[src/rtl/hazard_unit.sv]
// Pipeline hazard unit: data-stall detection, bypass select, mult/div busy tracking, stall counter.
// Optional macro HAZARD_FWD_EN enables forwarding; without it every producer match stalls.
module hazard_unit (
  input  logic        clk,
  input  logic        reset,
  input  logic [4:0]  A1_D,
  input  logic [4:0]  A2_D,
  input  logic [2:0]  tuse_rs,
  input  logic [2:0]  tuse_rt,
  input  logic        md_use_D,
  input  logic [4:0]  A3_E,
  input  logic        RegWrite_E,
  input  logic [2:0]  tnew_E,
  input  logic        md_start_E,
  input  logic        md_div_E,
  input  logic [4:0]  A3_M,
  input  logic        RegWrite_M,
  input  logic [2:0]  tnew_M,
  input  logic [4:0]  A3_W,
  input  logic        RegWrite_W,
  output logic        stall,
  output logic [1:0]  fwd_rs_D,
  output logic [1:0]  fwd_rt_D,
  output logic        md_busy,
  output logic [15:0] stall_cnt
);

  localparam logic [3:0] MULT_CYC = 4'd5;
  localparam logic [3:0] DIV_CYC  = 4'd10;

  logic [3:0]  md_cnt_q, md_cnt_d;
  logic [15:0] stall_cnt_q, stall_cnt_d;
  logic        rs_e, rs_m, rs_w, rt_e, rt_m, rt_w;
  logic        data_stall, md_stall;

  // Register 0 and operands marked unused (tuse = 7) never produce a match.
  function automatic logic hit(input logic [4:0] src, input logic [4:0] dst,
                               input logic we, input logic [2:0] tuse);
    return (src != 5'd0) && (src == dst) && we && (tuse != 3'd7);
  endfunction

  assign rs_e = hit(A1_D, A3_E, RegWrite_E, tuse_rs);
  assign rs_m = hit(A1_D, A3_M, RegWrite_M, tuse_rs);
  assign rs_w = hit(A1_D, A3_W, RegWrite_W, tuse_rs);
  assign rt_e = hit(A2_D, A3_E, RegWrite_E, tuse_rt);
  assign rt_m = hit(A2_D, A3_M, RegWrite_M, tuse_rt);
  assign rt_w = hit(A2_D, A3_W, RegWrite_W, tuse_rt);

`ifdef HAZARD_FWD_EN
  // Youngest producer wins; a not-yet-ready youngest producer means no bypass.
  function automatic logic [1:0] fwd_sel(input logic he, input logic hm, input logic hw,
                                         input logic [2:0] te, input logic [2:0] tm);
    if (he)      return (te == 3'd0) ? 2'd1 : 2'd0;
    else if (hm) return (tm == 3'd0) ? 2'd2 : 2'd0;
    else if (hw) return 2'd3;
    else         return 2'd0;
  endfunction

  assign data_stall = (rs_e && (tuse_rs < tnew_E)) || (rs_m && (tuse_rs < tnew_M)) ||
                      (rt_e && (tuse_rt < tnew_E)) || (rt_m && (tuse_rt < tnew_M));
  assign fwd_rs_D   = fwd_sel(rs_e, rs_m, rs_w, tnew_E, tnew_M);
  assign fwd_rt_D   = fwd_sel(rt_e, rt_m, rt_w, tnew_E, tnew_M);
`else
  logic unused_tnew;
  assign unused_tnew = ^{tnew_E, tnew_M};
  assign data_stall  = rs_e || rs_m || rs_w || rt_e || rt_m || rt_w;
  assign fwd_rs_D    = 2'd0;
  assign fwd_rt_D    = 2'd0;
`endif

  // md_start_E is masked during reset so it cannot raise busy or stall.
  assign md_busy  = !reset && (md_start_E || (md_cnt_q != 4'd0));
  assign md_stall = md_use_D && md_busy;
  assign stall    = data_stall || md_stall;
  assign stall_cnt = stall_cnt_q;

  always_comb begin
    md_cnt_d = md_cnt_q;
    if (md_start_E)
      md_cnt_d = md_div_E ? DIV_CYC : MULT_CYC;
    else if (md_cnt_q != 4'd0)
      md_cnt_d = md_cnt_q - 4'd1;
    stall_cnt_d = stall ? (stall_cnt_q + 16'd1) : stall_cnt_q;
  end

  always_ff @(posedge clk or posedge reset) begin
    if (reset) begin
      md_cnt_q    <= 4'd0;
      stall_cnt_q <= 16'd0;
    end else begin
      md_cnt_q    <= md_cnt_d;
      stall_cnt_q <= stall_cnt_d;
    end
  end

endmodule

[config.mk]
export PLATFORM = sky130hd
export DESIGN_NAME = hazard_unit
export DESIGN_NICKNAME = d
export VERILOG_FILES = /design/src/rtl/hazard_unit.sv
export SDC_FILE = /design/constraint.sdc
export NUM_CORES = 1
export LEC_CHECK = 0
export BUFFER_PORTS_ARGS = -buffer_cell sky130_fd_sc_hd__buf_2
export CAP_MARGIN = 30
export CORE_ASPECT_RATIO = 0.75
export CORE_MARGIN = 2
export CORE_UTILIZATION = 42
export CTS_CLUSTER_DIAMETER = 30
export DETAILED_ROUTE_END_ITERATION = 7
export PLACE_DENSITY = 0.78
export SYNTH_ARGS = -nofsm -noshare
export SYNTH_HDL_FRONTEND = slang
export SYNTH_SLANG_ARGS = --single-unit
[constraint.sdc]
create_clock -name clk -period 1.95 [get_ports clk]
set_clock_uncertainty 0.1 [all_clocks]
set_input_delay 0.2925 -clock clk [delete_from_list [all_inputs] [get_ports clk]]
set_output_delay 0.2925 -clock clk [all_outputs]
set_load 0.05 [all_outputs]
==> Yosys cells after proc, flatten, opt, wreduce, memory -nomap -nowiden <==
Index checks and enable logic that the tools add are counted.
{ "word_totals": {"regBits": 20, "latch_bits": 0, "mem_bits_rw": 0, "rom_bits": 0, "inputBits": 45, "output_inout_bits": 22, "wordCells": 47, "mem_count": 0} }
{ "classes": {"add_sub_neg": 2, "n_mul": 0, "div_mod_pow": 0, "n_lt_le_gt_ge": 0, "n_eq_ne": 8, "shifts": 0, "muxes": 3, "bitwise_logic": 0, "reduce_logical": 32} }
{ "ops": {"columns": ["op", "count"], "rows": [
  ["== test 5 bit", 6],
  ["logical AND 1 bit", 20],
  ["adder 16 x 1 -> 16 bit (second input constant)", 1],
  ["2-to-1 mux 4 bit", 3],
  ["nonzero test 5 bit", 2],
  ["logical OR 1 bit", 7],
  ["inequality test 3 bit (second input constant)", 2],
  ["nonzero test 4 bit", 1],
  ["subtractor 4 x 1 -> 4 bit (second input constant)", 1],
  ["nonzero test 2 bit", 1],
  ["logical NOT 1 bit", 1]
]} }

==> Depth between registers and ports, before layout <==
Gate-level depths: netlist of run 1.
{ "logic_depth": {"ltp_word": 10, "ltp_mapped": 10, "depth_no_buf": 9} }

==> Worst setup path after synthesis of run 1 <==
Ideal clock, no wire load.
{ "synth_timing": {"path_kind": "reg-to-reg", "start": "reg md_cnt_q[0]", "end": "reg stall_cnt_q[11] (netlist: stall_cnt[11])", "setup_time_ps": 141, "arrival_ps": 1916, "t_required_ps": 1709, "path_slack_ps": -208, "stages_incl_launch_ff": 11, "path_buffers": 1, "path_cell_list": "dfrtp_1 -> inv_1 -> ha_1 -> nor2b_1 -> and2b_2 -> a21oi_1 -> a41o_1 -> a221o_4 -> buf_6 -> nand4_1 -> xnor2_1"} }
{ "synth_via": {"elab_chain_len": 5} }
{ "synth_rtl": {"columns": ["element", "line_no", "source"], "rows": [
  ["start, declared", "31", "logic [3:0] md_cnt_q, md_cnt_d;"],
  ["start signal, assigned", "91", "md_cnt_q <= md_cnt_d;"],
  ["nonzero test 4 bit", "72", "assign md_busy = !reset && (md_start_E || (md_cnt_q != 4'd0));"],
  ["logical OR 1 bit", "72", null],
  ["logical AND 1 bit", "72", null],
  ["logical AND 1 bit", "73", "assign md_stall = md_use_D && md_busy;"],
  ["logical OR 1 bit", "74", "assign stall = data_stall || md_stall;"],
  ["via stall", "21", "output logic stall,"],
  ["end signal, assigned", "92", "stall_cnt_q <= stall_cnt_d;"],
  ["end, declared", "32", "logic [15:0] stall_cnt_q, stall_cnt_d;"]
]} }
The timed path passes the listed nets, and every way through them passes these cells.
A chain may end at the register's enable or synchronous reset.

==> Worst setup path in the final report of run 1 <==
{ "layout_timing": {"start": "reg md_cnt_q[1]", "end": "out stall"} }
{ "layout_via": {"elab_chain_len": 5} }
{ "layout_rtl": {"columns": ["element", "line_no"], "rows": [
  ["nonzero test 4 bit", "72"],
  ["logical OR 1 bit", "72"],
  ["logical AND 1 bit", "72"],
  ["logical AND 1 bit", "73"],
  ["logical OR 1 bit", "74"],
  ["end, declared", "21"]
]} }
No other way between the ends.

==> results.sh, run 1 <==
export IMPL_intPower_uw=957.1
export IMPL_gp_congestion=1.004
export IMPL_p_clk_frac=0.186
export IMPL_cts_hold_buf=0
export IMPL_worst_ep_required_time_ps=1560
export IMPL_synth_edf_count=0
export IMPL_crit_path_end_kind="primary output"
export IMPL_placementRows=18
export IMPL_pin_count=67
export IMPL_crit_type="reg2out"
export IMPL_violations="setup timing"
export IMPL_dp_hpwl_microns=2870
export IMPL_routedWlPerCell_microns=13.26
export IMPL_numCtsBuffers=3
export IMPL_clk_pin_slew_ps=70
export IMPL_grt_max_degree=21
export IMPL_die_w_microns=70.82
export IMPL_synthDistinctLibCells=30
export IMPL_yosysTopAreaCell="dfrtp_1"
export IMPL_ant_nets=0
export IMPL_netlist_instances=147
export IMPL_yosysMostFrequentCell="xor2_1"
export IMPL_grt_pass1_wl_microns=5830
export IMPL_min_period_ps=2321
export IMPL_cts_sinks=20
export IMPL_dieArea_sq_mm=0.003832
export IMPL_insertion_delay_ps=260
export IMPL_finalHoldViolations=0
export IMPL_syn_area_sq_mm=0.001406
export IMPL_final_core_util=0.6107
export IMPL_seqPwrFrac=0.358
export IMPL_worst_slack_ps=-370.6
export IMPL_arrival_ps=1930
export IMPL_grt_pass1_vias=1299
export IMPL_place_inst=258
export IMPL_cap_violations=0
export IMPL_drt_iter0_markers=58
export IMPL_final_max_slew_viol_count=0
export IMPL_crit_path_start_kind="register"
export IMPL_rsz0062_at_grt="true"
export IMPL_yosysWarnings=0
export IMPL_cts_tree="yes"
export IMPL_final_cells=266
export IMPL_p_sw_frac=0.4326
export IMPL_p_sw_uw=729.8
export IMPL_yosysSeqAreaShare=0.3559
export IMPL_port_buffers=56
export IMPL_antenna_found_initial=0
export IMPL_via_count=1306
export IMPL_fin_nets=275
export IMPL_ys_flop_type="dfrtp_1"
export IMPL_groute_usage_overall=0.1966
export IMPL_leakage_uw=0.0009878
export IMPL_syn_mean_instance_area_sq_um=9.567
export IMPL_setup_tns_ps=-4370
export IMPL_ys_ff_latch=20
export IMPL_synthArstFlopShare=1.000
export IMPL_synth_area_top_cells="dfrtp_1 (36%), xor2_1 (16%), xnor2_1 (13%)"
export IMPL_overflow=0
export IMPL_synth_top_area_frac=0.3559
export IMPL_clockBufferDepth=2
export IMPL_setup_viol=18
export IMPL_synthTopCellsByCount="xor2_1 (25), xnor2_1 (21), dfrtp_1 (20)"
export IMPL_ir_worst_vdd_mv=1.074
export IMPL_die_y_microns=54.12
export IMPL_outcome="finished with violations"
export IMPL_htreeDepth=1
export IMPL_drive_above_1_share=0.4204
export IMPL_combinationalPowerShare=0.457
export IMPL_start_util=0.4336
export IMPL_vias_per_cell=4.910
export IMPL_crit_fanout=2
export IMPL_fill_cells=284
export IMPL_wl_microns=3526
export IMPL_fmax_ghz=0.4309
export IMPL_drc=0
export IMPL_area_growth_pct=40.84
export IMPL_p_per_area_mw_per_mm2=851.7
export IMPL_core_sq_mm=0.003243
export IMPL_finalCritPeriodShare=1.190
export IMPL_drt_first_pass_iters=4
export IMPL_hp_class="in2async"
export IMPL_root_buffer="clkbuf_8"
export IMPL_n_antenna_cell=0
cells by family (layout without fill, tap and decap cells):
family / count (synthesis) / count (layout) / synth area share
AO/OA/AOI/OAI: 13 / 13 / 0.07028
other: 1 / 4 / 0.002666
XOR/XNOR: 46 / 46 / 0.2865
adder cells (fa/ha/maj): 3 / 3 / 0.02669
AND/OR/NAND/NOR: 52 / 52 / 0.2046
multiplexers: 1 / 1 / 0.008007
flip-flops: 20 / 20 / 0.3559
buffers and inverters: 11 / 87 / 0.04537
sequential cells by signal (all words and copies together) (netlist names):
register,cells
stall_cnt,16
md_cnt_q,4
per-stage QoR:
step	setup slack [ps]	hold WS, ps	instance area (sq um)	total power, uW
floorplan	-128.3	164.6	1460	1121
global placement	-167.9	286.5	1872	1337
detailed placement	-235.8	289.8	1872	1359
global route	-465.1	24.50	1981	1788
finish	-370.6	2.858	1981	1687
CTS	-388.6	9.486	1978	1697
power groups by stage:
stage | Sequential (uW) | Clock [uW] | Combinational, uW
3_5_place_dp | 608 | 0 | 752
5_1_grt | 622 | 338 | 827
3_3_place_gp | 604 | 0 | 733
6_report | 603 | 313 | 770
4_1_cts | 604 | 320 | 773
2_1_floorplan | 820 | 0 | 301
critical path, stage by stage (launching register included):
cell and delay, ps:
dfrtp_1 400, inv_2 80, ha_4 120, nor2b_4 130, and2b_2 170, a21oi_2 50
a41o_1 210, a221o_4 350, buf_8 160
final timing paths:
check	cells after the start	endpoint	from	slack [ps]
max	8	stall	md_cnt_q[1]$_DFFE_PP0N_	-370
min	3	stall_cnt[6]$_DFFE_PP0P_	reset	3
max reg2reg	10	stall_cnt[1]$_DFFE_PP0P_	md_cnt_q[1]$_DFFE_PP0N_	-330
min reg2reg	1	stall_cnt[15]$_DFFE_PP0P_	stall_cnt[15]$_DFFE_PP0P_	370
max in group asynchronous	3	stall_cnt[3]$_DFFE_PP0P_	reset	1550
min in group clk	2	md_cnt_q[0]$_DFFE_PP0N_	md_start_E	180
layout by cell type, fill, tap and decap left out, drive strengths merged, types with 2 or more instances in the layout:
cell type  synthesis  final
nor4               6      6
xor2              25     25
conb               1      4
xnor2             21     21
clkbuf             1      4
a21oi              5      5
dfrtp             20     20
inv                5      5
ha                 3      3
nand4              6      6
and3               5      5
and2               2      2
nand2              6      6
nor2               5      5
nor3               4      4
o21ai              2      2
a21boi             2      2
a32oi              2      2
nand3             12     12
buf                5     78
nand2b             2      2
layer usage:
layer,global-route usage,share of wire,wire length (microns),up-vias
met3,0.04682,0.043,150,6
met2,0.3349,0.49,1715,33
li1,-,-,-,659
met5,0,0,0,-
met1,0.2549,0.46,1616,608
met4,0.05346,0.012,43,0
final cells by class:
cell class,count,area [sq um],share of cell area
inverters,5,18.77,0.009476
multi-input cells,119,894.6,0.4517
flip-flops and latches,20,500.5,0.2527
repair buffers,78,461.7,0.2331
clock buffers,4,55.05,0.02780
well taps,40,50.05,0.02527
what timing repair did:
action,4_1_cts,5_1_grt
endpoints found under the setup margin,17,18
setup buffers,4,0
resized for setup,6,1
pin swaps,4,2
(Power assumes the default switching activity.)
==> run 2: changes to the inputs <==
ABC_AREA = 1   (was not set)
CORE_UTILIZATION = 46   (was 42)
PLACE_DENSITY = 0.79   (was 0.78)
SKIP_LAST_GASP = 1   (was not set)
==> results.sh, run 2 <==
export IMPL_outcome="complete, no violations"
export IMPL_area_growth_pct=21.68
export IMPL_syn_mean_instance_area_sq_um=6.612
export IMPL_min_period_ps=1876
export IMPL_synth_edf_count=0
export IMPL_synth_area_top_cells="dfrtp_1 (26%), nand2_1 (18%), nand4_1 (6.1%)"
export IMPL_synth_top_area_frac=0.2566
export IMPL_synth_top_family_by_area="simple AND/OR/NAND/NOR gates"
export IMPL_fin_nets=407
export IMPL_final_cells=412
export IMPL_gp_congestion=0.9513
export IMPL_place_area_sq_mm=0.002283
export IMPL_vias_per_cell=5.027
export IMPL_final_cell_mix="nand2_1 (95), buf_2 (55), nor2_1 (26), inv_1 (24), dfrtp_1 (20)"
export IMPL_numCtsBuffers=3
export IMPL_drc=0
export IMPL_worst_ep_required_time_ps=1560
export IMPL_rsz0062_at_grt="false"
export IMPL_crit_fanout=4
export IMPL_hp_class="in2reg"
export IMPL_antenna_found_initial=0
export IMPL_htreeDepth=1
export IMPL_ant_nets=0
export IMPL_crit_type="reg2out"
export IMPL_grt_pass1_wl_microns=8569
export IMPL_finalCritPeriodShare=0.9620
export IMPL_clk_pin_slew_ps=70
export IMPL_dieArea_sq_mm=0.004783
export IMPL_grt_pass1_vias=1873
export IMPL_grt_max_degree=21
export IMPL_wl_microns=4997
export IMPL_ys_flop_type="dfrtp_1"
export IMPL_placementRows=20
export IMPL_via_count=2071
export IMPL_layout_commonest_cell="nand2_1"
export IMPL_die_w_microns=79.19
export IMPL_synth_xor_area_share=0.08018
export IMPL_synth_adder_area_share=0.01924
export IMPL_n_antenna_cell=0
export IMPL_routedWlPerCell_microns=12.13
export IMPL_insertion_delay_ps=270
export IMPL_yosysTopAreaCell="dfrtp_1"
export IMPL_netlist_instances=295
export IMPL_largest_reg_flops=16
export IMPL_pin_count=67
export IMPL_drive_above_1_share=0.3417
export IMPL_port_buffers=56
export IMPL_root_buffer="clkbuf_8"
export IMPL_final_cell_area_sq_mm=0.002374
export IMPL_core_sq_mm=0.004054
export IMPL_yosysSeqAreaShare=0.2566
export IMPL_drt_first_pass_iters=4
export IMPL_finalHoldViolations=0
export IMPL_start_util=0.4812
export IMPL_synthDistinctLibCells=31
export IMPL_synthArstFlopShare=1.000
export IMPL_power_uw=1484
export IMPL_cts_sinks=20
export IMPL_drt_iter0_markers=184
export IMPL_synth_compound_area_frac=0.03784
export IMPL_ys_ff_latch=20
export IMPL_p_per_area_mw_per_mm2=625.3
export IMPL_crit_path_end_kind="primary output"
export IMPL_yosysMostFrequentCell="nand2_1"
export IMPL_yosysWarnings=0
export IMPL_leakage_uw=0.001361
export IMPL_setup_tns_ps=0
export IMPL_cap_violations=0
export IMPL_groute_usage_overall=0.2306
export IMPL_place_inst=406
export IMPL_die_y_microns=60.40
export IMPL_cts_tree="yes"
export IMPL_dp_hpwl_microns=4001
export IMPL_syn_area_sq_mm=0.001951
export IMPL_ir_worst_vdd_mv=0.4375
export IMPL_clockBufferDepth=2
export IMPL_arrival_ps=1480
export IMPL_final_max_slew_viol_count=0
export IMPL_synthTopCellsByCount="nand2_1 (95), inv_1 (26), nor2_1 (26)"
export IMPL_setup_viol=0
export IMPL_overflow=0
export IMPL_crit_path_start_kind="register"
export IMPL_fmax_ghz=0.5331
export IMPL_muxShareOfSynthArea=0
export IMPL_synth_simple_area_share=0.4939
==> run 2: cell types whose count changed after synthesis, moves of 14 or more <==
cell     previous run  this run
inv_1               5        26
inv_2               0        14
nand2_1             6        95
nand2_2             0        18
nor2_1              5        26
xnor2_1            21         7
xor2_1             25         9
==> run 2: area by class of cell <==
cell class | count | area (sq um)
fillers | 409 | 1680
flip-flops and latches | 20 | 500.5
inverters | 40 | 152.6
clock buffers | 3 | 41.29
well taps | 55 | 68.82
multi-input cells | 230 | 1257
repair buffers | 64 | 352.8
==> run 2: worst max-delay path, cell delays in order, from the launching register on <==
cell     delay [ps]
dfrtp_1         370
inv_2            60
ha_2            200
nand4_4          80
inv_4            50
nor2_4          140
nand2_8          70
nand3_4         100
buf_8           150
==> run 2: power by group <==
part	total, uW	switching (uW)	leakage (uW)	internal (uW)
clock	277	139	0.0000216	138
sequential	552	79.9	0.000265	472
combinational	655	445	0.00107	210
==> run 2: final timing paths <==
kind                                    startpoint                        end  slack, ps  cells after the start
min                                       md_div_E    md_cnt_q[3]$_DFFE_PP0N_        190                      3
min in group asynchronous                    reset   stall_cnt[5]$_DFFE_PP0P_        530                      4
max                        md_cnt_q[0]$_DFFE_PP0N_                      stall         70                      8
max in group asynchronous                    reset  stall_cnt[15]$_DFFE_PP0P_       1000                      4
min reg2reg                md_cnt_q[1]$_DFFE_PP0N_    md_cnt_q[1]$_DFFE_PP0N_        460                      2
max reg2reg                md_cnt_q[0]$_DFFE_PP0N_   stall_cnt[2]$_DFFE_PP0P_        310                     10
==> run 2: routing by layer <==
layer / vias up / wire (microns) / global-route usage / part of all wire
li1: 1047 / - / - / -
met1: 961 / 2435 / 0.3364 / 0.49
met2: 59 / 2163 / 0.3596 / 0.43
met3: 4 / 352 / 0.04911 / 0.070
met4: 0 / 45 / 0.04433 / 0.0090
met5: - / 0 / 0 / 0
==> run 2: cell families (layout without fill, tap and decap cells) <==
group	after synthesis	in the layout
adders and majority gates	3	3
xor gates and xnor gates	17	17
and+or+nand+nor	192	192
other	1	4
AOI/OAI and AO/OA	14	14
DFF	20	20
buffers and inverters	48	107
==> run 2: per-stage QoR <==
stage | setup slack, ps | hold WS (ps) | utilization
final | 74.13 | 193.4 | 0.5855
after global placement | 209.9 | 262.5 | 0.5633
after floorplan | 45.33 | 156.3 | -
after global routing | 9.123 | 206.9 | 0.5855
after CTS | 18.15 | 193.1 | 0.5809
after detailed placement | 166.8 | 268.8 | 0.5633
==> run 2: timing repair <==
action | 4_1_cts | 5_1_grt
pin swaps | 2 | 1
resized for setup | 4 | 4
hold buffers | 1 | 0
cloned | 0 | 0
endpoints found under the setup margin | 1 | 2
hold endpoints to repair | 20 | 0
buffers inserted | 1 | 1
==> run 3: changes to the inputs <==
CORE_UTILIZATION = 51   (was 46)
PLACE_DENSITY = 0.83   (was 0.79)
clock period = 2.1 ns   (was 1.95 ns; I/O delays follow)
==> results.sh, run 3 (synthesized netlist as in run 2, its figures left out) <==
export IMPL_critPathBufInv=3
export IMPL_grt_max_degree=21
export IMPL_critPathTopFamily="simple AND/OR/NAND/NOR gates"
export IMPL_largest_reg_flops=16
export IMPL_groute_usage_overall=0.2508
export IMPL_crit_fanout=4
export IMPL_rr_startpoint="md_cnt_q[0]$_DFFE_PP0N_"
export IMPL_cts_tree="yes"
export IMPL_fin_nets=404
export IMPL_setup_viol=0
export IMPL_gp_congestion=1.015
export IMPL_cap_violations=0
export IMPL_finalHoldViolations=0
export IMPL_ir_worst_vdd_mv=0.7214
export IMPL_start_util=0.5328
export IMPL_p_per_area_mw_per_mm2=632.4
export IMPL_htreeDepth=1
export IMPL_ant_nets=0
export IMPL_crit_path_start_kind="register"
export IMPL_reg2reg_depth=10
export IMPL_die_w_microns=75.41
export IMPL_rrSetupSlack_ps=360
export IMPL_fill_cells=363
export IMPL_grt_pass1_wl_microns=8507
export IMPL_final_core_util=0.6439
export IMPL_antenna_found_initial=0
export IMPL_worst_slack_ps=89.96
export IMPL_setup_tns_ps=0
export IMPL_routedWlPerCell_microns=12.28
export IMPL_drc=0
export IMPL_whs_ps=0.09265
export IMPL_numCtsBuffers=3
export IMPL_place_ws_ps=302.9
export IMPL_drive_above_1_share=0.3324
export IMPL_final_cells=407
export IMPL_crit_type="reg2out"
export IMPL_outcome="complete, no violations"
export IMPL_final_max_slew_viol_count=0
export IMPL_hp_class="in2async"
export IMPL_root_buffer="clkbuf_8"
export IMPL_core_sq_mm=0.003661
export IMPL_min_period_ps=2010
export IMPL_finalCritPeriodShare=0.9572
export IMPL_wl_microns=4998
export IMPL_n_antenna_cell=0
export IMPL_insertion_delay_ps=260
export IMPL_die_y_microns=57.56
export IMPL_crit_path_cell_trace="inv_1 > ha_1 > nand4_2 > inv_2 > nor2_4 > nand2_8 > nand3_4 > buf_6"
export IMPL_worst_ep_required_time_ps=1680
export IMPL_overflow=0
export IMPL_drt_iter0_markers=220
export IMPL_clk_pin_slew_ps=80
export IMPL_dieArea_sq_mm=0.004341
export IMPL_regToRegEndpoint="stall_cnt[0]$_DFFE_PP0P_"
export IMPL_place_inst=403
export IMPL_arrival_ps=1600
export IMPL_area_growth_pct=20.85
export IMPL_final_cell_mix="nand2_1 (95), buf_2 (55), inv_1 (26), nor2_1 (26), dfrtp_1 (20)"
export IMPL_grt_pass1_vias=1972
export IMPL_placementRows=19
export IMPL_dp_hpwl_microns=3939
export IMPL_pin_count=67
export IMPL_critical_path_max_stage_delay_ps=370
export IMPL_leakage_uw=0.001367
export IMPL_clockBufferDepth=2
export IMPL_vias_per_cell=5.133
export IMPL_via_count=2089
export IMPL_drt_first_pass_iters=5
export IMPL_cts_sinks=20
export IMPL_port_buffers=56
export IMPL_critPathSlowestCell="dfrtp_1"
export IMPL_rsz0062_at_grt="false"
export IMPL_fmax_ghz=0.4975
export IMPL_crit_path_end_kind="primary output"
export IMPL_layout_commonest_cell="nand2_1"
run 3: changes by cell type in the layout (fill, tap and decap cells not counted):
cell           before  now
nand4_4             1    0
ha_1                2    3
bufinv_16           0    1
dlygate4sd3_1       1    0
inv_2              15   14
buf_6               0    1
inv_4               1    0
buf_8               1    0
nand4_2             0    1
buf_4               7    5
inv_1              24   26
ha_2                1    0
run 3: metal layers:
layer | share of wire | GRT usage | wire (microns) | up-vias
met5 | 0 | 0 | 0 | -
met4 | 0.0082 | 0.04261 | 41 | 0
met3 | 0.090 | 0.05654 | 452 | 6
met2 | 0.44 | 0.3888 | 2188 | 88
met1 | 0.46 | 0.3624 | 2315 | 957
li1 | - | - | - | 1038
run 3: how the worst max path moves through the flow:
| stage | depth (start not counted) | from | to |
|---|---|---|---|
| after floorplan | 8 | md_cnt_q[0]$_DFFE_PP0N_ | stall |
| after global placement | 8 | md_cnt_q[0]$_DFFE_PP0N_ | stall |
| after detailed placement | 8 | md_cnt_q[0]$_DFFE_PP0N_ | stall |
| after CTS | 8 | md_cnt_q[0]$_DFFE_PP0N_ | stall |
| after global routing | 8 | md_cnt_q[0]$_DFFE_PP0N_ | stall |
| final | 8 | md_cnt_q[0]$_DFFE_PP0N_ | stall |
run 3: worst min-delay path, stage by stage:
cell and delay, ps:
buf_2 120, inv_1 50, buf_4 270
run 3: power by group:
part	internal [uW]	switching (uW)
Combinational	185	405
Clock	254	135
Sequential	438	73.9
run 3: layout make-up:
class                           count  area, sq um  area share
Timing Repair Buffer               61        324.1      0.1375
Multi-Input combinational cell    230         1246      0.5287
Inverter                           40        150.1     0.06369
Clock inverter                      1        30.03     0.01274
Clock buffer                        3        41.29     0.01752
Tap cell                           52        65.06     0.02760
Sequential cell                    20        500.5      0.2123
run 3: repair_timing:
item	in CTS	in global routing
buffers inserted	0	0
hold buffers	0	0
resized for setup	0	3
endpoints found under the setup margin	0	1
run 3: stage by stage:
stage | total power, uW | instance area [sq um]
2_1_floorplan | 944.4 | 1962
3_3_place_gp | 1085 | 2280
3_5_place_dp | 1100 | 2280
4_1_cts | 1493 | 2351
5_1_grt | 1578 | 2357
6_report | 1491 | 2357
